<file path="src/rtl/input_conditioner_pkg.sv">
// Shared definitions for the input conditioner family (sync and async tops).
package input_conditioner_pkg;

  localparam int DEFAULT_SYNC_STAGES     = 2;
  localparam int DEFAULT_DEBOUNCE_CYCLES = 16;
  localparam int DEFAULT_GLITCH_W        = 8;

  // Debounce FSM encoding; bit 1 set means the accepted level is high.
  typedef enum logic [1:0] {
    STABLE_LOW  = 2'd0,
    QUAL_HIGH   = 2'd1,
    STABLE_HIGH = 2'd2,
    QUAL_LOW    = 2'd3
  } state_t;

  // Accepted level implied by a state: high while stable high or qualifying a fall.
  function automatic logic state_is_high(input state_t st);
    return (st == STABLE_HIGH) || (st == QUAL_LOW);
  endfunction

  // True while a candidate transition is being qualified.
  function automatic logic state_is_qual(input state_t st);
    return (st == QUAL_HIGH) || (st == QUAL_LOW);
  endfunction

endpackage

</file>
<file path="src/rtl/sync_chain.sv">
// N-flop synchronizer for a single asynchronous bit; q is the last stage.
module sync_chain #(
  parameter int STAGES = 2
) (
  input  logic clk,
  input  logic rst_n,
  input  logic d,
  output logic q
);

  logic [STAGES-1:0] chain;

  // Shift the raw bit through the chain to let metastability resolve.
  always_ff @(posedge clk or negedge rst_n) begin
    if (!rst_n) begin
      chain <= '0;
    end else begin
      // NOTE: non-blocking so every stage samples its predecessor's old value;
      // blocking here would collapse the chain into a single flop.
      chain <= {chain[STAGES-2:0], d};
    end
  end

  assign q = chain[STAGES-1];

endmodule

</file>
<file path="src/rtl/input_conditioner.sv">
// Synchronizes and debounces a raw asynchronous bit into a clean level with
// rise/fall event pulses and a saturating count of aborted transitions.
module input_conditioner
  import input_conditioner_pkg::*;
#(
  parameter int SYNC_STAGES     = DEFAULT_SYNC_STAGES,
  parameter int DEBOUNCE_CYCLES = DEFAULT_DEBOUNCE_CYCLES,
  parameter int GLITCH_W        = DEFAULT_GLITCH_W
) (
  input  logic                i_clk,
  input  logic                i_reset,
  input  logic                i_raw,
  input  logic                i_clear,
  output logic                o_level,
  output logic                o_rise,
  output logic                o_fall,
  output logic                o_busy,
  output logic [GLITCH_W-1:0] o_glitch_cnt
);

  localparam int               CNT_W    = $clog2(DEBOUNCE_CYCLES + 1);
  localparam logic [CNT_W-1:0] CNT_LAST = CNT_W'(DEBOUNCE_CYCLES - 1);

  logic             s;
  state_t           state;
  logic [CNT_W-1:0] cnt;
  logic             abort;
  logic             level_next;

  sync_chain #(
    .STAGES(SYNC_STAGES)
  ) u_sync (
    .clk  (i_clk),
    .rst_n(i_reset),
    .d    (i_raw),
    .q    (s)
  );

  // A candidate is abandoned as soon as the synchronized input returns to the old level.
  assign abort      = ((state == QUAL_HIGH) && !s) || ((state == QUAL_LOW) && s);
  assign level_next = state_is_high(state);

  // Debounce FSM: a new level is accepted only after DEBOUNCE_CYCLES stable samples.
  always_ff @(posedge i_clk or negedge i_reset) begin
    if (!i_reset) begin
      state <= STABLE_LOW;
      cnt   <= '0;
    end else begin
      unique case (state)
        STABLE_LOW: begin
          if (s) begin
            state <= QUAL_HIGH;
            cnt   <= CNT_W'(1);
          end
        end
        QUAL_HIGH: begin
          if (!s) begin
            state <= STABLE_LOW;
            cnt   <= '0;
          end else if (cnt == CNT_LAST) begin
            state <= STABLE_HIGH;
            cnt   <= '0;
          end else begin
            cnt <= cnt + CNT_W'(1);
          end
        end
        STABLE_HIGH: begin
          if (!s) begin
            state <= QUAL_LOW;
            cnt   <= CNT_W'(1);
          end
        end
        QUAL_LOW: begin
          if (s) begin
            state <= STABLE_HIGH;
            cnt   <= '0;
          end else if (cnt == CNT_LAST) begin
            state <= STABLE_LOW;
            cnt   <= '0;
          end else begin
            cnt <= cnt + CNT_W'(1);
          end
        end
        default: begin
          state <= STABLE_LOW;
          cnt   <= '0;
        end
      endcase
    end
  end

  // Saturating glitch counter; a clear in the same cycle as an abort wins.
  always_ff @(posedge i_clk or negedge i_reset) begin
    if (!i_reset) begin
      o_glitch_cnt <= '0;
    end else if (i_clear) begin
      o_glitch_cnt <= '0;
    end else if (abort && (o_glitch_cnt != '1)) begin
      o_glitch_cnt <= o_glitch_cnt + GLITCH_W'(1);
    end
  end

  // Registered outputs decoded from the state; edges compare against the previous level.
  always_ff @(posedge i_clk or negedge i_reset) begin
    if (!i_reset) begin
      o_level <= 1'b0;
      o_rise  <= 1'b0;
      o_fall  <= 1'b0;
      o_busy  <= 1'b0;
    end else begin
      o_level <= level_next;
      o_rise  <= level_next && !o_level;
      o_fall  <= !level_next && o_level;
      o_busy  <= state_is_qual(state);
    end
  end

endmodule

</file>
<file path="config.mk">
export PLATFORM = sky130hd
export DESIGN_NAME = input_conditioner
export DESIGN_NICKNAME = d
export VERILOG_FILES = /design/src/rtl/input_conditioner_pkg.sv /design/src/rtl/sync_chain.sv /design/src/rtl/input_conditioner.sv
export SDC_FILE = /design/constraint.sdc
export NUM_CORES = 1
export LEC_CHECK = 0
export BUFFER_PORTS_ARGS = -buffer_cell sky130_fd_sc_hd__buf_2
export CAP_MARGIN = 10
export CELL_PAD_IN_SITES_DETAIL_PLACEMENT = 1
export CELL_PAD_IN_SITES_GLOBAL_PLACEMENT = 2
export CORE_UTILIZATION = 40
export CTS_BUF_LIST = sky130_fd_sc_hd__clkbuf_4
export CTS_CLUSTER_SIZE = 12
export DETAILED_ROUTE_END_ITERATION = 6
export GPL_TIMING_DRIVEN = 0
export PLACE_DENSITY_LB_ADDON = 0.1
export RECOVER_POWER = 25
export SLEW_MARGIN = 20
export SYNTH_ARGS = -nofsm -noshare
export SYNTH_HDL_FRONTEND = slang
export SYNTH_SLANG_ARGS = --single-unit
</file>
<file path="constraint.sdc">
create_clock -name i_clk -period 3.25 [get_ports i_clk]
set_input_delay 0.325 -clock i_clk [delete_from_list [all_inputs] [get_ports i_clk]]
set_output_delay 0.325 -clock i_clk [all_outputs]
set_load 0.03 [all_outputs]
</file>
==> results of run 1 <==
[routing by layer]
| layer | share of wire, % | global-route usage [%] | up-vias |
|---|---|---|---|
| li1 | - | - | 362 |
| met1 | 50 | 25.2 | 357 |
| met2 | 46 | 29.5 | 13 |
| met3 | 2.8 | 3.48 | 4 |
| met4 | 1.2 | 6.58 | 0 |
| met5 | 0 | 0 | - |
[cell families after synthesis]
| family | after synthesis | share of synthesized area (%) |
|---|---|---|
| AO/OA/AOI/OAI | 14 | 8.91 |
| AND/OR/NAND/NOR | 39 | 23.0 |
| buffers and inverters | 7 | 3.22 |
| multiplexers | 4 | 4.58 |
| flip-flops | 21 | 52.0 |
| XOR/XNOR | 5 | 5.82 |
| adder cells (fa/ha/maj) | 2 | 2.47 |
[power by group through the flow]
stage / Sequential, uW / Clock [uW] / Combinational (uW)
after floorplan: 285 / 0 / 22.2
after global placement: 282 / 0 / 39.7
after detailed placement: 282 / 0 / 41.1
after CTS: 277 / 139 / 42.2
after global routing: 279 / 148 / 47.9
final: 277 / 130 / 40.4
[critical path, cell delays in order (launching register included)]
cell and delay (ps):
dfrtp_1 340, clkbuf_1 300, nand4_1 240, nor3_4 250, nand3_2 110, mux2_4 310
[state kept, by name, indices dropped and copies added, names as in the netlist, named ones only]
signal / flops
cnt: 5
o_busy: 1
o_fall: 1
o_glitch_cnt: 8
o_level: 1
o_rise: 1
state: 1
u_sync.chain: 2
[through the flow]
stage | utilization [%] | power (uW) | std cells | worst slack [ps]
floorplan | - | 308 | 92 | 1740
global placement | 48.6 | 321 | 134 | 1670
detailed placement | 48.6 | 323 | 134 | 1700
CTS | 50.3 | 458 | 139 | 1670
global route | 50.2 | 475 | 139 | 1460
finish | 50.2 | 447 | 139 | 1600
[layout by cell type, fill, tap and decap left out, drive strengths merged, types with 2 or more instances in the layout]
cell type / netlist / layout
dfrtp: 21 / 21
buf: 2 / 14
nand3: 10 / 10
nor2: 9 / 9
o21ai: 7 / 7
clkbuf: 2 / 7
nand2: 6 / 6
nand4: 3 / 3
xor2: 3 / 3
nor2b: 2 / 2
and2: 2 / 2
inv: 2 / 2
a211oi: 2 / 2
mux2i: 2 / 2
ha: 2 / 2
xnor2: 2 / 2
mux2: 2 / 2
nor3: 2 / 2
[what timing repair did]
item,CTS,global route
gates resized for setup,0,0
hold buffers,1,0
endpoints found under the hold margin,21,0
endpoints found under the setup margin,0,0
[how the worst max path moves through the flow]
stage / startpoint / endpoint / cells after the start
2_1_floorplan: o_glitch_cnt[0] / o_glitch_cnt[6] / 5
3_3_place_gp: register / o_glitch_cnt[6] / 4
3_5_place_dp: register / o_glitch_cnt[6] / 4
4_1_cts: register / o_glitch_cnt[6] / 4
5_1_grt: state[0] / o_glitch_cnt[5] / 5
6_report: state[0] / o_glitch_cnt[5] / 5
[area by class of cell]
cell class | instances | area [um2]
Inverter | 2 | 7.51
Sequential cell | 21 | 526
Tap cell | 28 | 35.0
Clock buffer | 3 | 22.5
Buffer | 5 | 23.8
Clock inverter | 1 | 7.51
Timing Repair Buffer | 15 | 78.8
Multi-Input combinational cell | 64 | 453
Fill cell | 260 | 1140
==> flow_summary.toml, run 1 <==
[run_status]
status = "completed"

[detailed_routing]
wl_per_cell_um = 14.3
wirelength_um = 1990
vias_per_cell = 5.29
dr.pass1.iters = 4
route.vias.total = 736
drc = 0
detail_route.iter0.violations = 7
ant_nets = 0

[clocking]
clock-root-buffer = "clkbuf_4"
clkSlewWorstSetupHoldPaths_ps = 120
post-cts-setup-buffer-count = 0
tritoncts = "done"
cts_buffers = 3
cts_max_level = 1
cts.path.max_buffers = 2
clock_latency_ps = 310
clock-sinks = 21

[sta]
finClkSkew_ps = 3.93
hold_ws_ps = 111
layout_worst_path_cycle_share_pct = 50.7
hold_viol = 0
max_freq_ghz = 0.607
slew_headroom_pct = 25.9
rsz0062_at_grt = "false"
fin_tns_setup_ps = 0
slew_violations = 0
finalCriticalPeriod_ps = 1650
setup_viol = 0
worst_slew_pin_slew_ps = 1110

[worst_setup_path]
arrival_ps = 1850
rrSetupSlack_ps = 1600
critPathKind = "reg2reg"
cp_max_fo = 8
regToRegStartpoint = "state[0]"
r2r_end = "o_glitch_cnt[5]"
cp-start-kind = "register"
reg2reg_depth = 5
critPathCaptureType = "register"
worstPathRequired_ps = 3460

[grt]
grt_max_degree = 22
grt_overflow_total = 0
first_global_vias = 784
antenna_found_initial = 0
grt_pass1_wl_um = 3640
grt_usage_pct = 18.6

[hold_path]
hold_path.class = "in2reg"
min_from = "i_raw"
hold_end = "u_sync.chain[0]"
holdPathStages = 1

[pwr]
power_leakage_uw = 0.000550
pwr-share-comb_pct = 9.0
switchingPower_uw = 117
clock_power_share_pct = 29.0
p_int_uw = 330
p_per_area_nw_per_um2 = 387
switching_share_pct = 26.1
vdd_drop_max_mv = 0.312
p_seq_share_pct = 62.0

[yosys]
synthTopCellsByArea = "dfrtp_1, nand3_1, o21ai_0"
yosysSeqAreaShare_pct = 52.0
synth_top_cell_area_share_pct = 52.0
synth.most_common_cell = "dfrtp_1"
synthFlopType = "dfrtp_1"
synth_cells = 92
ys_warn_count = 0
yosysTopAreaCell = "dfrtp_1"
synth-edff-count = 0
yosysUniqueCellTypes = 35
avgSynthCellArea_um2 = 11.0
netlist_top_cells_count = "dfrtp_1, nor2_1, nand3_1"
synth_area_um2 = 1010
ys_ff_latch = 21
synth_fp_nets = 98
synth-async-reset-ratio_pct = 100

[floorplan]
die_h_um = 52.3
dieArea_um2 = 2730
ios = 16
fp-row-count = 17
start_util_pct = 44.0
die_x_um = 52.3
coreArea_um2 = 2300

[cells_and_area]
stdcell_area_um2 = 1150
diodes = 0
nNetsFinal = 118
final_layout_size_suffix_gt1_share_pct = 24.3
area_growth_pct = 14.1

[place]
dp_hpwl_um = 1490
io_buffer_count = 14
place_area_um2 = 1120
globalplace.congestion = 0.782

[flow_run]
maxCapViolations = 0
No activity file was read; power rests on OpenSTA's default activity.
==> inputs of run 2 (changes only) <==
CORE_UTILIZATION = 33   (was 40)
clock period = 1.5 ns   (was 3.25 ns; I/O delays follow)
==> flow_summary.toml, run 2 (synthesis results as in run 1) <==
[cells_and_area]
largest_reg_flops = 8
fill_cells = 318
diodes = 0
area_growth_pct = 22.6
layout_commonest_cell = "dfrtp_1"
top_regs = "o_glitch_cnt: 8 flops, cnt: 5 flops, u_sync.chain: 2 flops"
nNetsFinal = 123
largest_register = "o_glitch_cnt"
final_layout_size_suffix_gt1_share_pct = 34.5
final_cell_mix = "dfrtp_1, buf_2, nor2_1"

[sta]
max_freq_ghz = 0.663
finalCriticalPeriod_ps = 1510
layout_worst_path_cycle_share_pct = 101
worst_slew_pin_slew_ps = 542
finClkSkew_ps = 6.71
slew_violations = 0
setup_slack_ps = -8.55
hold_viol = 0
slew_headroom_pct = 63.9
setup_viol = 1
rsz0062_at_grt = "true"
hold_ws_ps = 226

[clocking]
cts_buffers = 3
cts.path.max_buffers = 2
clock-root-buffer = "clkbuf_4"
clock_latency_ps = 310
clkSlewWorstSetupHoldPaths_ps = 130
cts_max_level = 1
tritoncts = "done"
clock-sinks = 21

[place]
dp_hpwl_um = 1520
pre_cts_ws_ps = -129
io_buffer_count = 14
globalplace.congestion = 0.773

[grt]
grt_pass1_wl_um = 3740
first_global_vias = 782
grt_usage_pct = 15.1
grt_max_degree = 22
grt_overflow_total = 0
antenna_found_initial = 0

[run_status]
status = "finished with violations"
violations = "negative setup slack"

[floorplan]
coreArea_um2 = 2830
ios = 16
die_h_um = 57.4
die_x_um = 57.4
dieArea_um2 = 3290
fp-row-count = 19
start_util_pct = 35.7

[detailed_routing]
ant_nets = 0
route.vias.total = 773
wirelength_um = 2150
dr.pass1.iters = 4
detail_route.iter0.violations = 15
drc = 0
wl_per_cell_um = 14.6
vias_per_cell = 5.26

[worst_setup_path]
r2r_end = "o_glitch_cnt[5]"
crit_slowest_cell = "dfrtp_2"
critPathCaptureType = "register"
slowest_delay_ps = 510
critPathKind = "reg2reg"
worstPathRequired_ps = 1710
arrival_ps = 1720
cp-start-kind = "register"
cp_cell_sequence = "xor2_4, nor3_4, nand3_2, mux2_4"
cp_max_fo = 4
regToRegStartpoint = "u_sync.chain[1]"
rrSetupSlack_ps = -9
reg2reg_depth = 4

[hold_path]
holdPathStages = 2
hold_path.class = "in2reg"
hold_end = "o_glitch_cnt[2]"
min_from = "i_clear"

[flow_run]
maxCapViolations = 0

[pwr]
power_leakage_uw = 0.000574
p_per_area_nw_per_um2 = 804
pwr-share-comb_pct = 10.4
p_seq_share_pct = 60.5
switchingPower_uw = 268
vdd_drop_max_mv = 0.516
p_int_uw = 729
clock_power_share_pct = 29.1
switching_share_pct = 26.9
## run 2: cell count changes in the layout (fill, tap and decap cells not counted), moves of 2 or more
cell and change:
buf_4 +4, clkbuf_1 -2, dfrtp_1 -3, ha_2 +2
ha_1 -2, dfrtp_2 +3
## run 2: layer usage
metal	GRT usage, %	part of all wire (%)
met3	3.40	2.7
met2	23.3	46
met5	0	0
met4	5.23	1.5
met1	20.9	50
## run 2: worst max path at each step
stage	cells past startpoint	start	slack, ps	end
floorplan	5	o_glitch_cnt[1]	5	o_glitch_cnt[6]
global placement	4	register	-80	o_glitch_cnt[6]
detailed placement	4	register	-130	o_glitch_cnt[6]
CTS	4	u_sync.chain[1]	-7	o_glitch_cnt[5]
global route	4	u_sync.chain[1]	-70	o_glitch_cnt[5]
finish	4	u_sync.chain[1]	-9	o_glitch_cnt[5]
## run 2: worst max-delay path: cells and delay by family (launching register included)
kind | cells | cell delay, ps
xor+xnor | 1 | 210
simple gates | 2 | 380
flops | 1 | 510
mux | 1 | 300
## run 2: repair_timing
action,in CTS,in global routing
hold buffers,2,0
endpoints found under the hold margin,22,0
pin swaps,3,2
buffers inserted,2,2
gates resized for setup,4,5
endpoints found under the setup margin,6,6
## run 2: power by group through the flow
stage,clock network [uW],logic [uW],registers (uW)
5_1_grt,331,119,606
4_1_cts,312,98.7,604
3_5_place_dp,0,89.9,612
3_3_place_gp,0,87.5,611
2_1_floorplan,0,48.1,619
6_report,290,104,603
## run 2: per-stage QoR
stage	util [%]	total power (uW)	instances	cell area, um2	TNS (ps)
after floorplan	-	667	92	1010	0
after global placement	39.6	698	137	1120	-124
after detailed placement	39.6	702	137	1120	-292
after CTS	42.8	1010	145	1210	-6.55
after global routing	43.8	1060	147	1240	-145
final	43.8	997	147	1240	-8.55
## run 2: final cells by class
type | instances | area, um2 | share of cell area, %
Clock buffer | 3 | 22.5 | 1.82
Tap cell | 31 | 38.8 | 3.13
Buffer | 5 | 27.5 | 2.22
Multi-Input combinational cell | 64 | 487 | 39.3
Inverter | 2 | 7.51 | 0.605
Timing Repair Buffer | 20 | 120 | 9.69
Clock inverter | 1 | 7.51 | 0.605
Sequential cell | 21 | 529 | 42.7
==> inputs of run 3 (changes only) <==
CORE_ASPECT_RATIO = 1.5   (was default)
RECOVER_POWER = 50   (was 25)
==> flow_summary.toml, run 3 (synthesis results as in run 1) <==
[detailed_routing]
ant_nets = 0
route.vias.total = 784
vias_per_cell = 4.99
wl_per_cell_um = 13.9
dr.pass1.iters = 2
detail_route.iter0.violations = 15
wirelength_um = 2180
drc = 0

[clocking]
tritoncts = "done"
clock-sinks = 21
cts_buffers = 3
clock_latency_ps = 300
clock-root-buffer = "clkbuf_4"
clkSlewWorstSetupHoldPaths_ps = 120
cts_max_level = 1
cts.path.max_buffers = 2

[floorplan]
coreArea_um2 = 2910
dieArea_um2 = 3290
fp-row-count = 24
die_x_um = 47.2
ios = 16
start_util_pct = 34.7
die_h_um = 69.8

[cells_and_area]
final_cell_mix = "dfrtp_1, buf_2, nor2_1"
largest_reg_flops = 8
top_regs = "o_glitch_cnt: 8 flops, cnt: 5 flops, u_sync.chain: 2 flops"
largest_register = "o_glitch_cnt"
diodes = 0
utilization_pct = 43.0
layout_commonest_cell = "dfrtp_1"
nNetsFinal = 125
final_layout_size_suffix_gt1_share_pct = 33.1
area_growth_pct = 24.0

[worst_setup_path]
arrival_ps = 1680
cp_max_fo = 4
r2r_end = "o_glitch_cnt[5]"
cp_cell_sequence = "xor2_4, nor3_4, nand3_2, mux2_4"
crit_slowest_cell = "dfrtp_2"
critPathCaptureType = "register"
regToRegStartpoint = "u_sync.chain[1]"
reg2reg_depth = 4
critPathKind = "reg2reg"
worstPathRequired_ps = 1700
cp-start-kind = "register"
rrSetupSlack_ps = 20
slowest_delay_ps = 500

[grt]
grt_max_degree = 22
grt_usage_pct = 15.8
grt_pass1_wl_um = 3760
first_global_vias = 845
antenna_found_initial = 0
grt_overflow_total = 0

[place]
globalplace.congestion = 0.749
dp_hpwl_um = 1550
io_buffer_count = 14

[sta]
hold_ws_ps = 230
finalCriticalPeriod_ps = 1480
worst_slew_pin_slew_ps = 539
layout_worst_path_cycle_share_pct = 98.4
slew_violations = 0
hold_viol = 0
setup_viol = 0
slew_headroom_pct = 64.1
max_freq_ghz = 0.678
rsz0062_at_grt = "true"
finClkSkew_ps = 1.97

[hold_path]
hold_end = "o_glitch_cnt[2]"
min_from = "i_clear"
hold_path.class = "in2reg"
holdPathStages = 2

[flow_run]
maxCapViolations = 0

[pwr]
p_per_area_nw_per_um2 = 783
power_leakage_uw = 0.000590
vdd_drop_max_mv = 0.364

[run_status]
status = "completed"
-- run 3: final cells by class --
class | count | area, um2
plain buffers | 5 | 27.5
clock buffers | 3 | 22.5
clock inverters | 1 | 5.00
fillers | 337 | 1660
inverters | 2 | 7.51
multi-input cells | 64 | 478
flip-flops and latches | 21 | 529
well taps | 39 | 48.8
repair buffers | 22 | 135
-- run 3: routing by layer --
metal,vias to the layer above,part of all wire [%],global-route usage [%]
met5,-,0,0
met4,0,1.6,6.67
met3,4,1.5,2.34
met2,10,54,26.7
met1,395,43,18.9
li1,375,-,-
-- run 3: critical path: cells and delay by family (launching register included) --
kind                      cells  cell delay (ps)
DFF                           1              500
and+or+nand+nor               2              340
xor gates and xnor gates      1              220
muxes                         1              300
-- run 3: how the worst max path moves through the flow --
stage | startpoint | to | slack [ps] | depth (start not counted)
CTS | u_sync.chain[1] | o_glitch_cnt[5] | -10 | 4
detailed placement | register | o_glitch_cnt[6] | -120 | 4
finish | u_sync.chain[1] | o_glitch_cnt[5] | 20 | 4
global placement | register | o_glitch_cnt[6] | -130 | 4
floorplan | o_glitch_cnt[1] | o_glitch_cnt[6] | 5 | 5
global route | u_sync.chain[1] | o_glitch_cnt[5] | -30 | 4
-- run 3: power breakdown --
part           switching [uW]  leakage (uW)  internal, uW
logic                    61.2      0.000297          42.3
registers                19.1      0.000276           585
clock network             175     0.0000177          99.5
total                     255      0.000590           726
-- run 3: metrics by stage --
stage	cells	setup slack [ps]	TNS (ps)	power [uW]	instance area, um2
after CTS	153	-13.0	-13.0	999	1220
after detailed placement	145	-115	-276	702	1130
after floorplan	92	4.51	0	667	1010
final	157	24.0	0	982	1250
after global routing	157	-25.7	-25.7	1040	1250
after global placement	145	-129	-266	700	1130
-- run 3: timing repair --
action | CTS | global route
resized for setup | 4 | 2
hold endpoints to repair | 22 | 0
endpoints found under the setup margin | 6 | 3
setup buffers | 2 | 4
hold buffers | 2 | 0
pin swaps | 3 | 3
